`src/rtl/fifo_sync.sv`:
```
// Single-clock FIFO with registered read data and an occupancy count; 1-cycle read latency.
// Writes while full and reads while empty are dropped, so producers and consumers throttle on full/empty.
module fifo_sync #(
  parameter int DATA_WIDTH = 8,
  parameter int DEPTH      = 8
) (
  input  logic                       clk,
  input  logic                       rst,
  input  logic                       wr_en,
  input  logic                       rd_en,
  input  logic [DATA_WIDTH-1:0]      din,
  output logic [DATA_WIDTH-1:0]      dout,
  output logic                       full,
  output logic                       empty,
  output logic [$clog2(DEPTH):0]     count
);

  localparam int AW = $clog2(DEPTH);
  localparam int CW = AW + 1;

  logic [DATA_WIDTH-1:0] mem [DEPTH];
  logic [AW-1:0]         wr_ptr;
  logic [AW-1:0]         rd_ptr;
  logic                  wr_acc;
  logic                  rd_acc;

  assign full   = (count == CW'(DEPTH));
  assign empty  = (count == '0);
  assign wr_acc = wr_en && !full;
  assign rd_acc = rd_en && !empty;

  // Storage carries no reset; validity is tracked entirely by the pointers and count.
  always_ff @(posedge clk) begin
    if (wr_acc) begin
      mem[wr_ptr] <= din;
    end
  end

  always_ff @(posedge clk or negedge rst) begin
    if (!rst) begin
      wr_ptr <= '0;
      rd_ptr <= '0;
      count  <= '0;
      dout   <= '0;
    end else begin
      if (wr_acc) begin
        wr_ptr <= wr_ptr + AW'(1);
      end
      if (rd_acc) begin
        rd_ptr <= rd_ptr + AW'(1);
        dout   <= mem[rd_ptr];
      end
      case ({wr_acc, rd_acc})
        2'b10:   count <= count + CW'(1);
        2'b01:   count <= count - CW'(1);
        default: count <= count;
      endcase
    end
  end

endmodule

```
`config.mk`:
```
export PLATFORM = sky130hd
export DESIGN_NAME = fifo_sync
export DESIGN_NICKNAME = d
export VERILOG_FILES = /design/src/rtl/fifo_sync.sv
export SDC_FILE = /design/constraint.sdc
export NUM_CORES = 1
export LEC_CHECK = 0
export CAP_MARGIN = 20
export CORE_ASPECT_RATIO = 1.25
export CORE_MARGIN = 2
export CORE_UTILIZATION = 52
export CTS_CLUSTER_SIZE = 24
export DETAILED_ROUTE_END_ITERATION = 7
export GPL_ROUTABILITY_DRIVEN = 0
export PLACE_DENSITY_LB_ADDON = 0.15
export SLEW_MARGIN = 20
export SYNTH_ARGS = -nofsm -noshare
export SYNTH_HDL_FRONTEND = slang
export SYNTH_SLANG_ARGS = --single-unit
```
`constraint.sdc`:
```
create_clock -name clk -period 2.4 [get_ports clk]
set_clock_uncertainty 0.05 [all_clocks]
set_input_delay 0.24 -clock clk [delete_from_list [all_inputs] [get_ports clk]]
set_output_delay 0.24 -clock clk [all_outputs]
set_load 0.01 [all_outputs]
```
; Word-level counts from Yosys, hierarchy flattened
; Memories as Yosys holds them, arrays and structs flattened. A register that Yosys moved wholly into a read port is not among the register bits.
; Cells that the tools add are included.
[totals]
register_bits = 10
ram_bits = 64
input_bits = 12
out_inout_bits = 14
word_cells = 21
memories = 1
[memory_table]
columns = name, words, width, rd, rd_clocked_by_memory_dff, wr, line_no
row1 = mem, 8, 8, 1, 1, 1, 21  ; logic [DATA_WIDTH-1:0] mem [DEPTH];
[op_classes]
n_addsub = 4
n_eq_ne = 3
mux = 3
n_reduce_logical = 7
[op_table]
columns = cell, n
row1 = $pmux W4 S2, 1
row2 = $add A3 B1 Y3 const B, 2
row3 = $add A4 B1 Y4 const B, 1
row4 = $eq A4 B4 Y1 const B, 1
row5 = $logic_not A4 Y1, 1
row6 = $sub A4 B1 Y4 const B, 1
row7 = $logic_not A1 Y1, 3
row8 = $eq A2 B1 Y1 const B, 1
row9 = $eq A2 B2 Y1 const B, 1
row10 = $logic_and A1 B1 Y1, 2
row11 = $mux W1, 2
row12 = $reduce_bool A2 Y1, 1

; Logic depth before layout (Yosys ltp)
; Gate-level depths: netlist of the first run.
[depth]
word_depth = 5
depth_mapped = 10

; Least setup slack after synthesis of the first run
; Ideal clock, no wire load.
[synth_timing]
path_type = register to register
from = register count[0]
to = register count[3]
setup_time_ns = 0.116
arrival_time_ns = 2.290
t_required_ns = 2.234
setup_slack_ns = -0.056
stages_incl_launch_ff = 9
path_buffers = 1
period_less_slack_ns = 2.456
cell_sequence = dfrtp_1 > buf_6 > o41ai_4 > inv_2 > ha_1 > ha_1 > a21oi_1 > o21ai_0 > o311ai_0
[synth_via]
elab_chain_cells = 5
elab_cells_between_ends = 12
cone_classes = add/sub: 2 / eq/ne: 3 / mux: 1 / reduce/logical: 6
[synth_lines]
columns = element, line_no
row1 = "start, declared", 15  ; output logic [$clog2(DEPTH):0] count
row2 = "start signal, assigned", 54  ; 2'b10: count <= count + CW'(1);
row3 = "start signal, assigned", 55  ; 2'b01: count <= count - CW'(1);
row4 = "start signal, assigned", 56  ; default: count <= count;
row5 = $logic_not A4 Y1 *, 28  ; assign empty = (count == '0);
row6 = $logic_not A1 Y1 *, 30  ; assign rd_acc = rd_en && !empty;
row7 = $logic_and A1 B1 Y1 *, 30
row8 = via rd_acc, 25  ; logic rd_acc;
row9 = $eq A2 B1 Y1 / $eq A2 B2 Y1 (equally long branches), 53  ; case ({wr_acc, rd_acc})
row10 = $pmux W4 S2 / $reduce_bool A2 Y1 (equally long branches), -
; Mark *: on every way through the listed nets, which the timed path passes. The rest lies on a longest branch.
; A chain may end at the register's enable or synchronous reset.

; Final worst setup path of the first run
; Same ends and word-level chain as after synthesis.

==> results.rst, run 1 <==
.. list-table::
   :header-rows: 1

   * - Metric
     - Value
   * - Final Net Count
     - 285
   * - Overflow left after global routing
     - 0
   * - # port buffers
     - 25
   * - Synth Instances
     - 219
   * - Area of the core region
     - 6440 µm²
   * - Violation count after the first detailed-routing iteration
     - 93
   * - Async set or reset register ratio after synthesis
     - 22.0%
   * - Leak pwr
     - 1.51 nW
   * - Estimated wirelength of the detail-placed design
     - 4150 µm
   * - Final wirelength
     - 5980 µm
   * - Crit path max fanout
     - 4
   * - PD cells
     - 1170 nW/µm²
   * - Worst Tran Pin Value
     - 0.700 ns
   * - Maximum vdd ir drop
     - 0.593 mV
   * - Post-Synthesis Cell Area
     - 3410 µm²
   * - Number of detailed-route iterations in the first pass
     - 5
   * - Cell with the largest stage delay on the worst path
     - dfrtp_2
   * - Largest stage delay, worst path
     - 0.46 ns
   * - Number of setup violations in the final report
     - 0
   * - RSZ-0062 raised after global routing
     - false
   * - Initial core utilization
     - 53.0%
   * - Number of enable-type register cells in the synthesized netlist
     - 64
   * - Worst slew margin
     - 53.2%
   * - Row cnt
     - 33
   * - Yosys warnings
     - 0
   * - Final number of hold-violating endpoints
     - 0
   * - ANT nets after route
     - 0
   * - Library cell occupying the most area in the post-synthesis netlist
     - edfxtp_1
   * - Maximum level of the CTS H-tree
     - 3
   * - Net Count, Synth
     - 237
   * - Power spent charging and discharging nets
     - 1.54 mW
   * - Die outline height
     - 94.6 µm
   * - Antenna violations before repair
     - 0
   * - Synth-to-layout area growth
     - 18.8%
   * - Drt drc
     - 0
   * - Path type of the worst min-delay path
     - input pin to asynchronous set/reset pin
   * - Post-route minimum period
     - 2.23 ns
   * - Part of the power in the clock network
     - 19.9%
   * - Reg power frac
     - 43.5%
   * - Fraction of power spent switching nets
     - 32.6%
   * - Required arrival time at the worst endpoint
     - 2.61 ns
   * - Maximum number of pins on one net before global-route repair
     - 35
   * - Total of flip-flops plus latches after synthesis
     - 82
   * - Setup total negative slack
     - 0 ns
   * - Total track usage
     - 19.0%
   * - Most Frequent Cell on Critical Path
     - ha_1
   * - Crit path DAT
     - 2.44 ns
   * - Worst path cell trace
     - o41ai_4 -> inv_2 -> ha_1 -> ha_1 -> a21oi_2 -> o21ai_0 -> o311ai_1
   * - Leading post-synthesis cells by cell area
     - edfxtp_1, dfrtp_1, mux2i_1
   * - Distinct cell type count of the synthesized netlist
     - 34
   * - Number of global-route vias before repair
     - 1,943
   * - Via count
     - 1,913
   * - Setup crit end kind
     - register
   * - Startpoint class of the critical path
     - register
   * - Clock root cell
     - clkbuf_8
   * - Maximum clock insertion buffer count
     - 2
   * - Clock latency of the later-clocked register in the worst-skew pair
     - 0.35 ns
   * - Final clock period utilization by the worst path
     - 92.9%
   * - First-pass GRT wire length
     - 9880 µm
   * - Routed length per placed instance
     - 16.7 µm
   * - Clock tree from TritonCTS
     - yes
   * - Die area
     - 7230 µm²
   * - Overall power of the completed layout
     - 4.73 mW
   * - Max Fclk
     - 0.449 GHz
   * - Fraction of layout instances using a drive strength above 1
     - 18.0%
   * - Width of the chip
     - 76.5 µm
   * - Setup CP Type
     - register to register
   * - Clock tree sinks
     - 82
   * - Main flop type after synthesis
     - edfxtp_1
   * - Antenna diode instance count
     - 0
   * - Per-instance average area after synthesis
     - 15.6 µm²
   * - Final Max Tran Viols
     - 0
   * - Fraction of the yosys area taken by sequential cells
     - 69.5%
   * - Count of max-cap constraint violations
     - 0
   * - Clock Pin Slew Worst Setup and Hold Paths
     - 0.08 ns
   * - Total of hold buffers inserted after clock tree synthesis
     - 0
   * - Status
     - complete, no violations
   * - Pint
     - 3.19 mW
   * - Logic gate share of total power
     - 36.7%
   * - Number of top-level pins
     - 26
   * - Number of buffers inserted during clock tree synthesis
     - 9
   * - Avg Vias per Cell
     - 5.33
   * - Yosys top cell area share
     - 56.3%
-- worst paths after layout --
kind                          start        to  slack (ns)  cells after the start
max reg2reg                count[0]  count[3]        0.17                      7
min in group clk            dout[6]   dout[6]        0.43                      2
min reg2reg                 dout[6]   dout[6]        0.43                      2
max in group asynchronous       rst  count[1]        1.92                      2
max                        count[0]  count[3]        0.17                      7
min                             rst  count[0]        0.17                      2
-- worst max-delay path: cells and delay by family (launching register included) --
kind	cells	cell delay, ns
adders and majority gates	2	0.56
buffers and inverters	1	0.10
AOI/OAI and AO/OA	4	0.98
DFF	1	0.46
-- power by group through the flow --
stage	clock network [mW]	logic [mW]	registers, mW
6_report	0.939	1.73	2.06
5_1_grt	1.03	1.91	2.10
4_1_cts	0.960	1.74	2.05
3_5_place_dp	0	1.73	2.08
3_3_place_gp	0	1.71	2.06
2_1_floorplan	0	1.13	2.09
-- cell usage after synthesis (2+ instances only) --
| master | n |
|---|---|
| mux2i_1 | 17 |
| nor3_1 | 4 |
| edfxtp_1 | 64 |
| buf_1 | 2 |
| o21ai_1 | 8 |
| xnor2_1 | 4 |
| mux2_2 | 6 |
| inv_1 | 6 |
| dfrtp_1 | 18 |
| nor4_1 | 2 |
| buf_6 | 3 |
| o21ai_0 | 3 |
| nand2b_1 | 5 |
| nand2_1 | 23 |
| a221o_1 | 8 |
| nor2_1 | 7 |
| buf_12 | 2 |
| mux2_1 | 10 |
| ha_1 | 5 |
| o22ai_1 | 8 |
-- registers in the layout, indices dropped and copies added (netlist names) --
register  count
count         4
rd_ptr        3
mem          64
dout          8
wr_ptr        3
-- layer usage --
layer / global-route usage, % / routed length [µm]
met1: 23.5 / 2540
met2: 31.9 / 3140
met3: 6.02 / 222
met4: 6.82 / 73
met5: 0 / 0
-- cells by family after synthesis --
family | after synthesis | synth area share, %
buf+inv | 16 | 3.48
mux | 33 | 10.3
xor+xnor | 5 | 1.28
flops | 82 | 69.5
compound gates | 31 | 6.86
fa+ha+maj | 6 | 2.42
simple gates | 46 | 6.20
-- timing repair --
| item | in CTS | in global routing |
|---|---|---|
| resized for setup | 0 | 6 |
| setup buffers | 0 | 0 |
| endpoints found under the setup margin | 0 | 1 |
-- placed cells by master, fill, tap and decap left out, drive strengths merged, types with 2 or more instances in the layout --
cell	n
xnor2	4
o22ai	8
a221o	8
inv	7
nor3	4
buf	21
mux2i	17
nand2	23
edfxtp	64
ha	5
o21ai	11
clkbuf	10
nor4	2
clkdlybuf4s50	25
dfrtp	18
nand2b	5
nor2	7
mux2	16
clkinv	5
-- per-stage QoR --
step	setup WS, ns	instance area, µm²	utilization (%)	cells	hold slack (ns)
floorplan	0.00312	3410	-	219	-0.106
global route	0.0384	4050	62.9	359	0.185
finish	0.171	4050	62.9	359	0.169
CTS	0.0742	4040	62.7	359	0.168
detailed placement	0.0269	3850	59.8	343	0.424
global placement	0.0998	3850	59.8	343	0.418
-- layout make-up --
class | instances | area (µm²)
inverters | 7 | 26.3
well taps | 87 | 109
repair buffers | 46 | 420
clock buffers | 10 | 128
clock inverters | 6 | 57.6
flip-flops and latches | 82 | 2380
fillers | 511 | 2390
multi-input cells | 121 | 937
Note: power is estimated with default switching activity, not from simulation.
==> inputs of run 2 (changes only) <==
Settings changed: CORE_UTILIZATION 52 to 54, CTS_BUF_LIST set to sky130_fd_sc_hd__clkbuf_2 sky130_fd_sc_hd__clkbuf_4 sky130_fd_sc_hd__clkbuf_8, TNS_END_PERCENT set to 30.
==> results.rst, run 2 (synthesized netlist as in run 1, its figures left out) <==
.. list-table::
   :header-rows: 1

   * - Metric
     - Value
   * - Final wirelength
     - 5890 µm
   * - Number of setup violations in the final report
     - 0
   * - Clock tree sinks
     - 82
   * - Number of top-level pins
     - 26
   * - Die area
     - 6980 µm²
   * - Number of detailed-route iterations in the first pass
     - 4
   * - Crit path DAT
     - 2.44 ns
   * - Via count
     - 1,884
   * - Fill cells
     - 445
   * - Crit path max fanout
     - 6
   * - Maximum level of the CTS H-tree
     - 3
   * - Leak pwr
     - 1.48 nW
   * - Maximum vdd ir drop
     - 0.755 mV
   * - Overflow left after global routing
     - 0
   * - Routed length per placed instance
     - 16.9 µm
   * - Final clock period utilization by the worst path
     - 93.7%
   * - Leading cell type in the layout, fill and taps excluded
     - edfxtp_1
   * - Setup CP Type
     - register to register
   * - Total of hold buffers inserted after clock tree synthesis
     - 0
   * - Width of the chip
     - 75.1 µm
   * - Die outline height
     - 92.9 µm
   * - Post-route minimum period
     - 2.25 ns
   * - Maximum number of pins on one net before global-route repair
     - 35
   * - Row cnt
     - 32
   * - PD cells
     - 1200 nW/µm²
   * - Required arrival time at the worst endpoint
     - 2.60 ns
   * - Max FFs per register
     - 64
   * - RSZ-0062 raised after global routing
     - false
   * - Number of global-route vias before repair
     - 1,860
   * - Violation count after the first detailed-routing iteration
     - 92
   * - Final Max Tran Viols
     - 0
   * - First-pass GRT wire length
     - 9200 µm
   * - Estimated wirelength of the detail-placed design
     - 3760 µm
   * - Final Net Count
     - 277
   * - Path type of the worst min-delay path
     - input pin to asynchronous set/reset pin
   * - ANT nets after route
     - 0
   * - Total track usage
     - 19.0%
   * - Min setup slack post-route
     - 0.152 ns
   * - Register with the highest flop count
     - mem
   * - Clock tree from TritonCTS
     - yes
   * - Clock root cell
     - clkbuf_8
   * - Initial core utilization
     - 55.7%
   * - Depth of the worst register-to-register path
     - 7
   * - Worst Hold Margin
     - 0.311 ns
   * - Count of max-cap constraint violations
     - 0
   * - Clock Pin Slew Worst Setup and Hold Paths
     - 0.08 ns
   * - Antenna violations before repair
     - 0
   * - Setup crit end kind
     - register
   * - Setup total negative slack
     - 0 ns
   * - Maximum clock insertion buffer count
     - 2
   * - Drt drc
     - 0
   * - Area of the core region
     - 6130 µm²
   * - Fraction of layout instances using a drive strength above 1
     - 14.4%
   * - First element of the critical path
     - count[1]
   * - Number of buffers inserted during clock tree synthesis
     - 9
   * - Synth-to-layout area growth
     - 17.4%
   * - Avg Vias per Cell
     - 5.40
   * - # port buffers
     - 25
   * - Regs by FF count
     - mem x64, dout x8, count x4
   * - Utilization of the core after routing
     - 65.4%
   * - Antenna diode instance count
     - 0
   * - Status
     - complete, no violations
   * - Reg-to-reg endpoint
     - count[3]
   * - Place WS
     - 0.0225 ns
   * - Final number of hold-violating endpoints
     - 0
   * - Clock latency of the later-clocked register in the worst-skew pair
     - 0.34 ns
   * - Startpoint class of the critical path
     - register
   * - Reg2Reg Launch Point
     - count[1]
   * - Most used cells in the layout excluding fill and tap cells
     - edfxtp_1, clkdlybuf4s50_1, nand2_1
   * - Worst slew margin
     - 45.5%
   * - Worst Tran Pin Value
     - 0.814 ns
   * - Max Fclk
     - 0.445 GHz
   * - Overall power of the completed layout
     - 4.79 mW
   * - Worst-case register-to-register setup slack
     - 0.15 ns
[run 2: cell types whose count changed in the layout (fill, tap and decap cells not counted), moves of 2 or more]
cell and change:
clkbuf_4 +2, buf_4 -8, dfrtp_2 -2, dfrtp_1 +2
[run 2: repair_timing]
item,4_1_cts,5_1_grt
buffers inserted,0,0
setup endpoints to repair,0,1
endpoints found under the hold margin,0,0
resized for setup,0,1
[run 2: metal layers]
metal | wire [µm] | up-vias | global-route usage (%)
met5 | 0 | - | 0
met4 | 76 | 0 | 9.08
met3 | 266 | 6 | 3.92
met2 | 3220 | 48 | 32.9
met1 | 2330 | 928 | 21.7
li1 | - | 902 | -
[run 2: report_power, final]
| part | leakage, nW | internal, mW | switching (mW) | total (mW) |
|---|---|---|---|---|
| combinational | 0.576 | 0.812 | 0.856 | 1.67 |
| sequential | 0.795 | 1.86 | 0.201 | 2.06 |
| clock | 0.114 | 0.608 | 0.456 | 1.06 |
[run 2: stage by stage]
step                      instance area [µm²]  cells
after floorplan                          3410    219
after CTS                                4010    349
after global routing                     4010    349
after detailed placement                 3790    333
final                                    4010    349
after global placement                   3790    333
[run 2: final cells by class]
cell class                 count  area, µm²  area share (%)
sequential                    82       2370            59.2
multi-input combinational    121        922            23.0
timing repair buffer          38        360            8.99
clock buffer                  11        139            3.47
tap                           85        106            2.65
clock inverter                 5       78.8            1.97
inverter                       7       26.3           0.656
[run 2: worst max-delay path: stages (launching register included)]
cell,delay (ns)
dfrtp_2,0.46
o41ai_4,0.39
inv_2,0.09
ha_1,0.24
ha_1,0.29
a21oi_1,0.22
o21ai_0,0.14
o311ai_1,0.27
[run 2: how the worst max path moves through the flow]
| stage | endpoint | cells after the start | slack [ns] |
|---|---|---|---|
| 6_report | count[3] | 7 | 0.15 |
| 5_1_grt | count[3] | 7 | 0.02 |
| 4_1_cts | count[3] | 7 | 0.08 |
| 3_5_place_dp | count[3] | 8 | 0.02 |
| 3_3_place_gp | count[3] | 8 | 0.11 |
| 2_1_floorplan | count[3] | 7 | 0.003 |
==> inputs of run 3 (changes only) <==
Settings changed: SETUP_SLACK_MARGIN set to 0.5.
==> results.rst, run 3 (synthesized netlist as in run 1, its figures left out) <==
.. list-table::
   :header-rows: 1

   * - Metric
     - Value
   * - Register with the highest flop count
     - mem
   * - Multi-input gate area in the final layout
     - 961 µm²
   * - Fraction of layout instances using a drive strength above 1
     - 19.0%
   * - Number of buffers inserted during clock tree synthesis
     - 9
   * - Synth-to-layout area growth
     - 19.1%
   * - Die outline height
     - 92.9 µm
   * - Maximum level of the CTS H-tree
     - 3
   * - Min setup slack post-route
     - 0.326 ns
   * - Max FFs per register
     - 64
   * - Final Max Tran Viols
     - 0
   * - PD cells
     - 1180 nW/µm²
   * - Crit path DAT
     - 2.25 ns
   * - Clock tree sinks
     - 82
   * - Number of top-level pins
     - 26
   * - Final wirelength
     - 6100 µm
   * - Routed length per placed instance
     - 17.2 µm
   * - Register Area
     - 2380 µm²
   * - Place WS
     - 0.184 ns
   * - Worst slew margin
     - 52.8%
   * - Initial core utilization
     - 55.7%
   * - Regs by FF count
     - mem x64, dout x8, count x4
   * - Fill cells
     - 467
   * - Estimated wirelength of the detail-placed design
     - 3880 µm
   * - Clock tree from TritonCTS
     - yes
   * - Setup CP Type
     - register to register
   * - Area of the core region
     - 6130 µm²
   * - Maximum number of pins on one net before global-route repair
     - 35
   * - Number of global-route vias before repair
     - 1,961
   * - Clock latency of the later-clocked register in the worst-skew pair
     - 0.36 ns
   * - Maximum vdd ir drop
     - 0.602 mV
   * - Most used cells in the layout excluding fill and tap cells
     - edfxtp_1, clkdlybuf4s50_1, nand2_1
   * - Status
     - complete, no violations
   * - RSZ-0062 raised after global routing
     - true
   * - Via count
     - 1,918
   * - Setup total negative slack
     - 0 ns
   * - ANT nets after route
     - 0
   * - Drt drc
     - 0
   * - Total of hold buffers inserted after clock tree synthesis
     - 0
   * - Overall power of the completed layout
     - 4.80 mW
   * - Avg Vias per Cell
     - 5.42
   * - Final clock period utilization by the worst path
     - 86.4%
   * - Worst Hold Margin
     - 0.159 ns
   * - Gate family responsible for the most delay along the worst path
     - compound AO/OA/AOI/OAI gates
   * - Width of the chip
     - 75.1 µm
   * - Maximum clock insertion buffer count
     - 2
   * - Leading cell type in the layout, fill and taps excluded
     - edfxtp_1
   * - Setup crit end kind
     - register
   * - Required arrival time at the worst endpoint
     - 2.58 ns
   * - Violation count after the first detailed-routing iteration
     - 126
   * - Number of setup violations in the final report
     - 0
   * - Path type of the worst min-delay path
     - input pin to asynchronous set/reset pin
   * - Cell with the largest stage delay on the worst path
     - dfrtp_2
   * - Number of detailed-route iterations in the first pass
     - 4
   * - Antenna diode instance count
     - 0
   * - Overflow left after global routing
     - 0
   * - Max Fclk
     - 0.482 GHz
   * - Antenna violations before repair
     - 0
   * - Worst Tran Pin Value
     - 0.707 ns
   * - Utilization of the core after routing
     - 66.3%
   * - Worst Path Buf+Inv
     - 2
   * - Worst path cell trace
     - o41ai_4 -> inv_2 -> ha_4 -> ha_4 -> inv_1 -> nor4_1 -> nand4b_1 -> o311ai_1
   * - Startpoint class of the critical path
     - register
   * - Row cnt
     - 32
   * - Die area
     - 6980 µm²
   * - Most Frequent Cell on Critical Path
     - ha_4
   * - Count of max-cap constraint violations
     - 0
   * - First-pass GRT wire length
     - 9620 µm
   * - Final Net Count
     - 282
   * - Total track usage
     - 19.9%
   * - Final number of hold-violating endpoints
     - 0
   * - Clock Pin Slew Worst Setup and Hold Paths
     - 0.09 ns
   * - Leak pwr
     - 1.50 nW
   * - # port buffers
     - 25
   * - Largest stage delay, worst path
     - 0.45 ns
   * - Clock root cell
     - clkbuf_8
   * - Crit path max fanout
     - 4
   * - Post-route minimum period
     - 2.07 ns
-- run 3: worst reg2reg max path: cells and delay by family (launching register included) --
kind	cells	cell delay (ns)
compound gates	2	0.48
fa+ha+maj	2	0.46
flops	1	0.45
simple gates	2	0.37
buf+inv	2	0.15
-- run 3: repair_timing --
item	in CTS	in global routing
setup buffers	6	0
endpoints found under the setup margin	5	4
resized for setup	4	0
pin swaps	4	2
-- run 3: through the flow --
step,cells,instance area [µm²]
global route,354,4060
detailed placement,332,3820
global placement,332,3820
CTS,354,4060
finish,354,4060
floorplan,219,3450
-- run 3: report_power, final --
part	switching, mW	internal, mW	total (mW)	leakage [nW]
clock	0.484	0.494	0.978	0.100
sequential	0.201	1.86	2.06	0.792
combinational	0.887	0.873	1.76	0.606
total	1.57	3.23	4.80	1.50
-- run 3: path summary, 6_finish.rpt --
kind	start	to	slack, ns	cells after the start
worst max-delay path	count[1]	count[3]	0.33	8
worst min-delay path	rst	rd_ptr[0]	0.16	2
worst max register to register	count[1]	count[3]	0.33	8
worst min register to register	dout[5]	dout[5]	0.44	2
max in group asynchronous	rst	count[2]	1.92	2
min in group clk	dout[5]	dout[5]	0.44	2
-- run 3: metal layers --
layer / routed length, µm / up-vias / global-route usage (%) / part of all wire (%)
met5: 0 / - / 0 / 0
met4: 102 / 0 / 10.6 / 1.7
met3: 239 / 9 / 2.94 / 3.9
met2: 3310 / 44 / 35.4 / 54
met1: 2450 / 948 / 22.2 / 40
li1: - / 917 / - / -
-- run 3: layout make-up --
type | instances | area share [%]
Clock buffer | 10 | 3.23
Timing Repair Buffer | 43 | 9.76
Multi-Input combinational cell | 121 | 23.6
Inverter | 7 | 0.647
Tap cell | 85 | 2.62
Clock inverter | 6 | 1.60
Sequential cell | 82 | 58.5
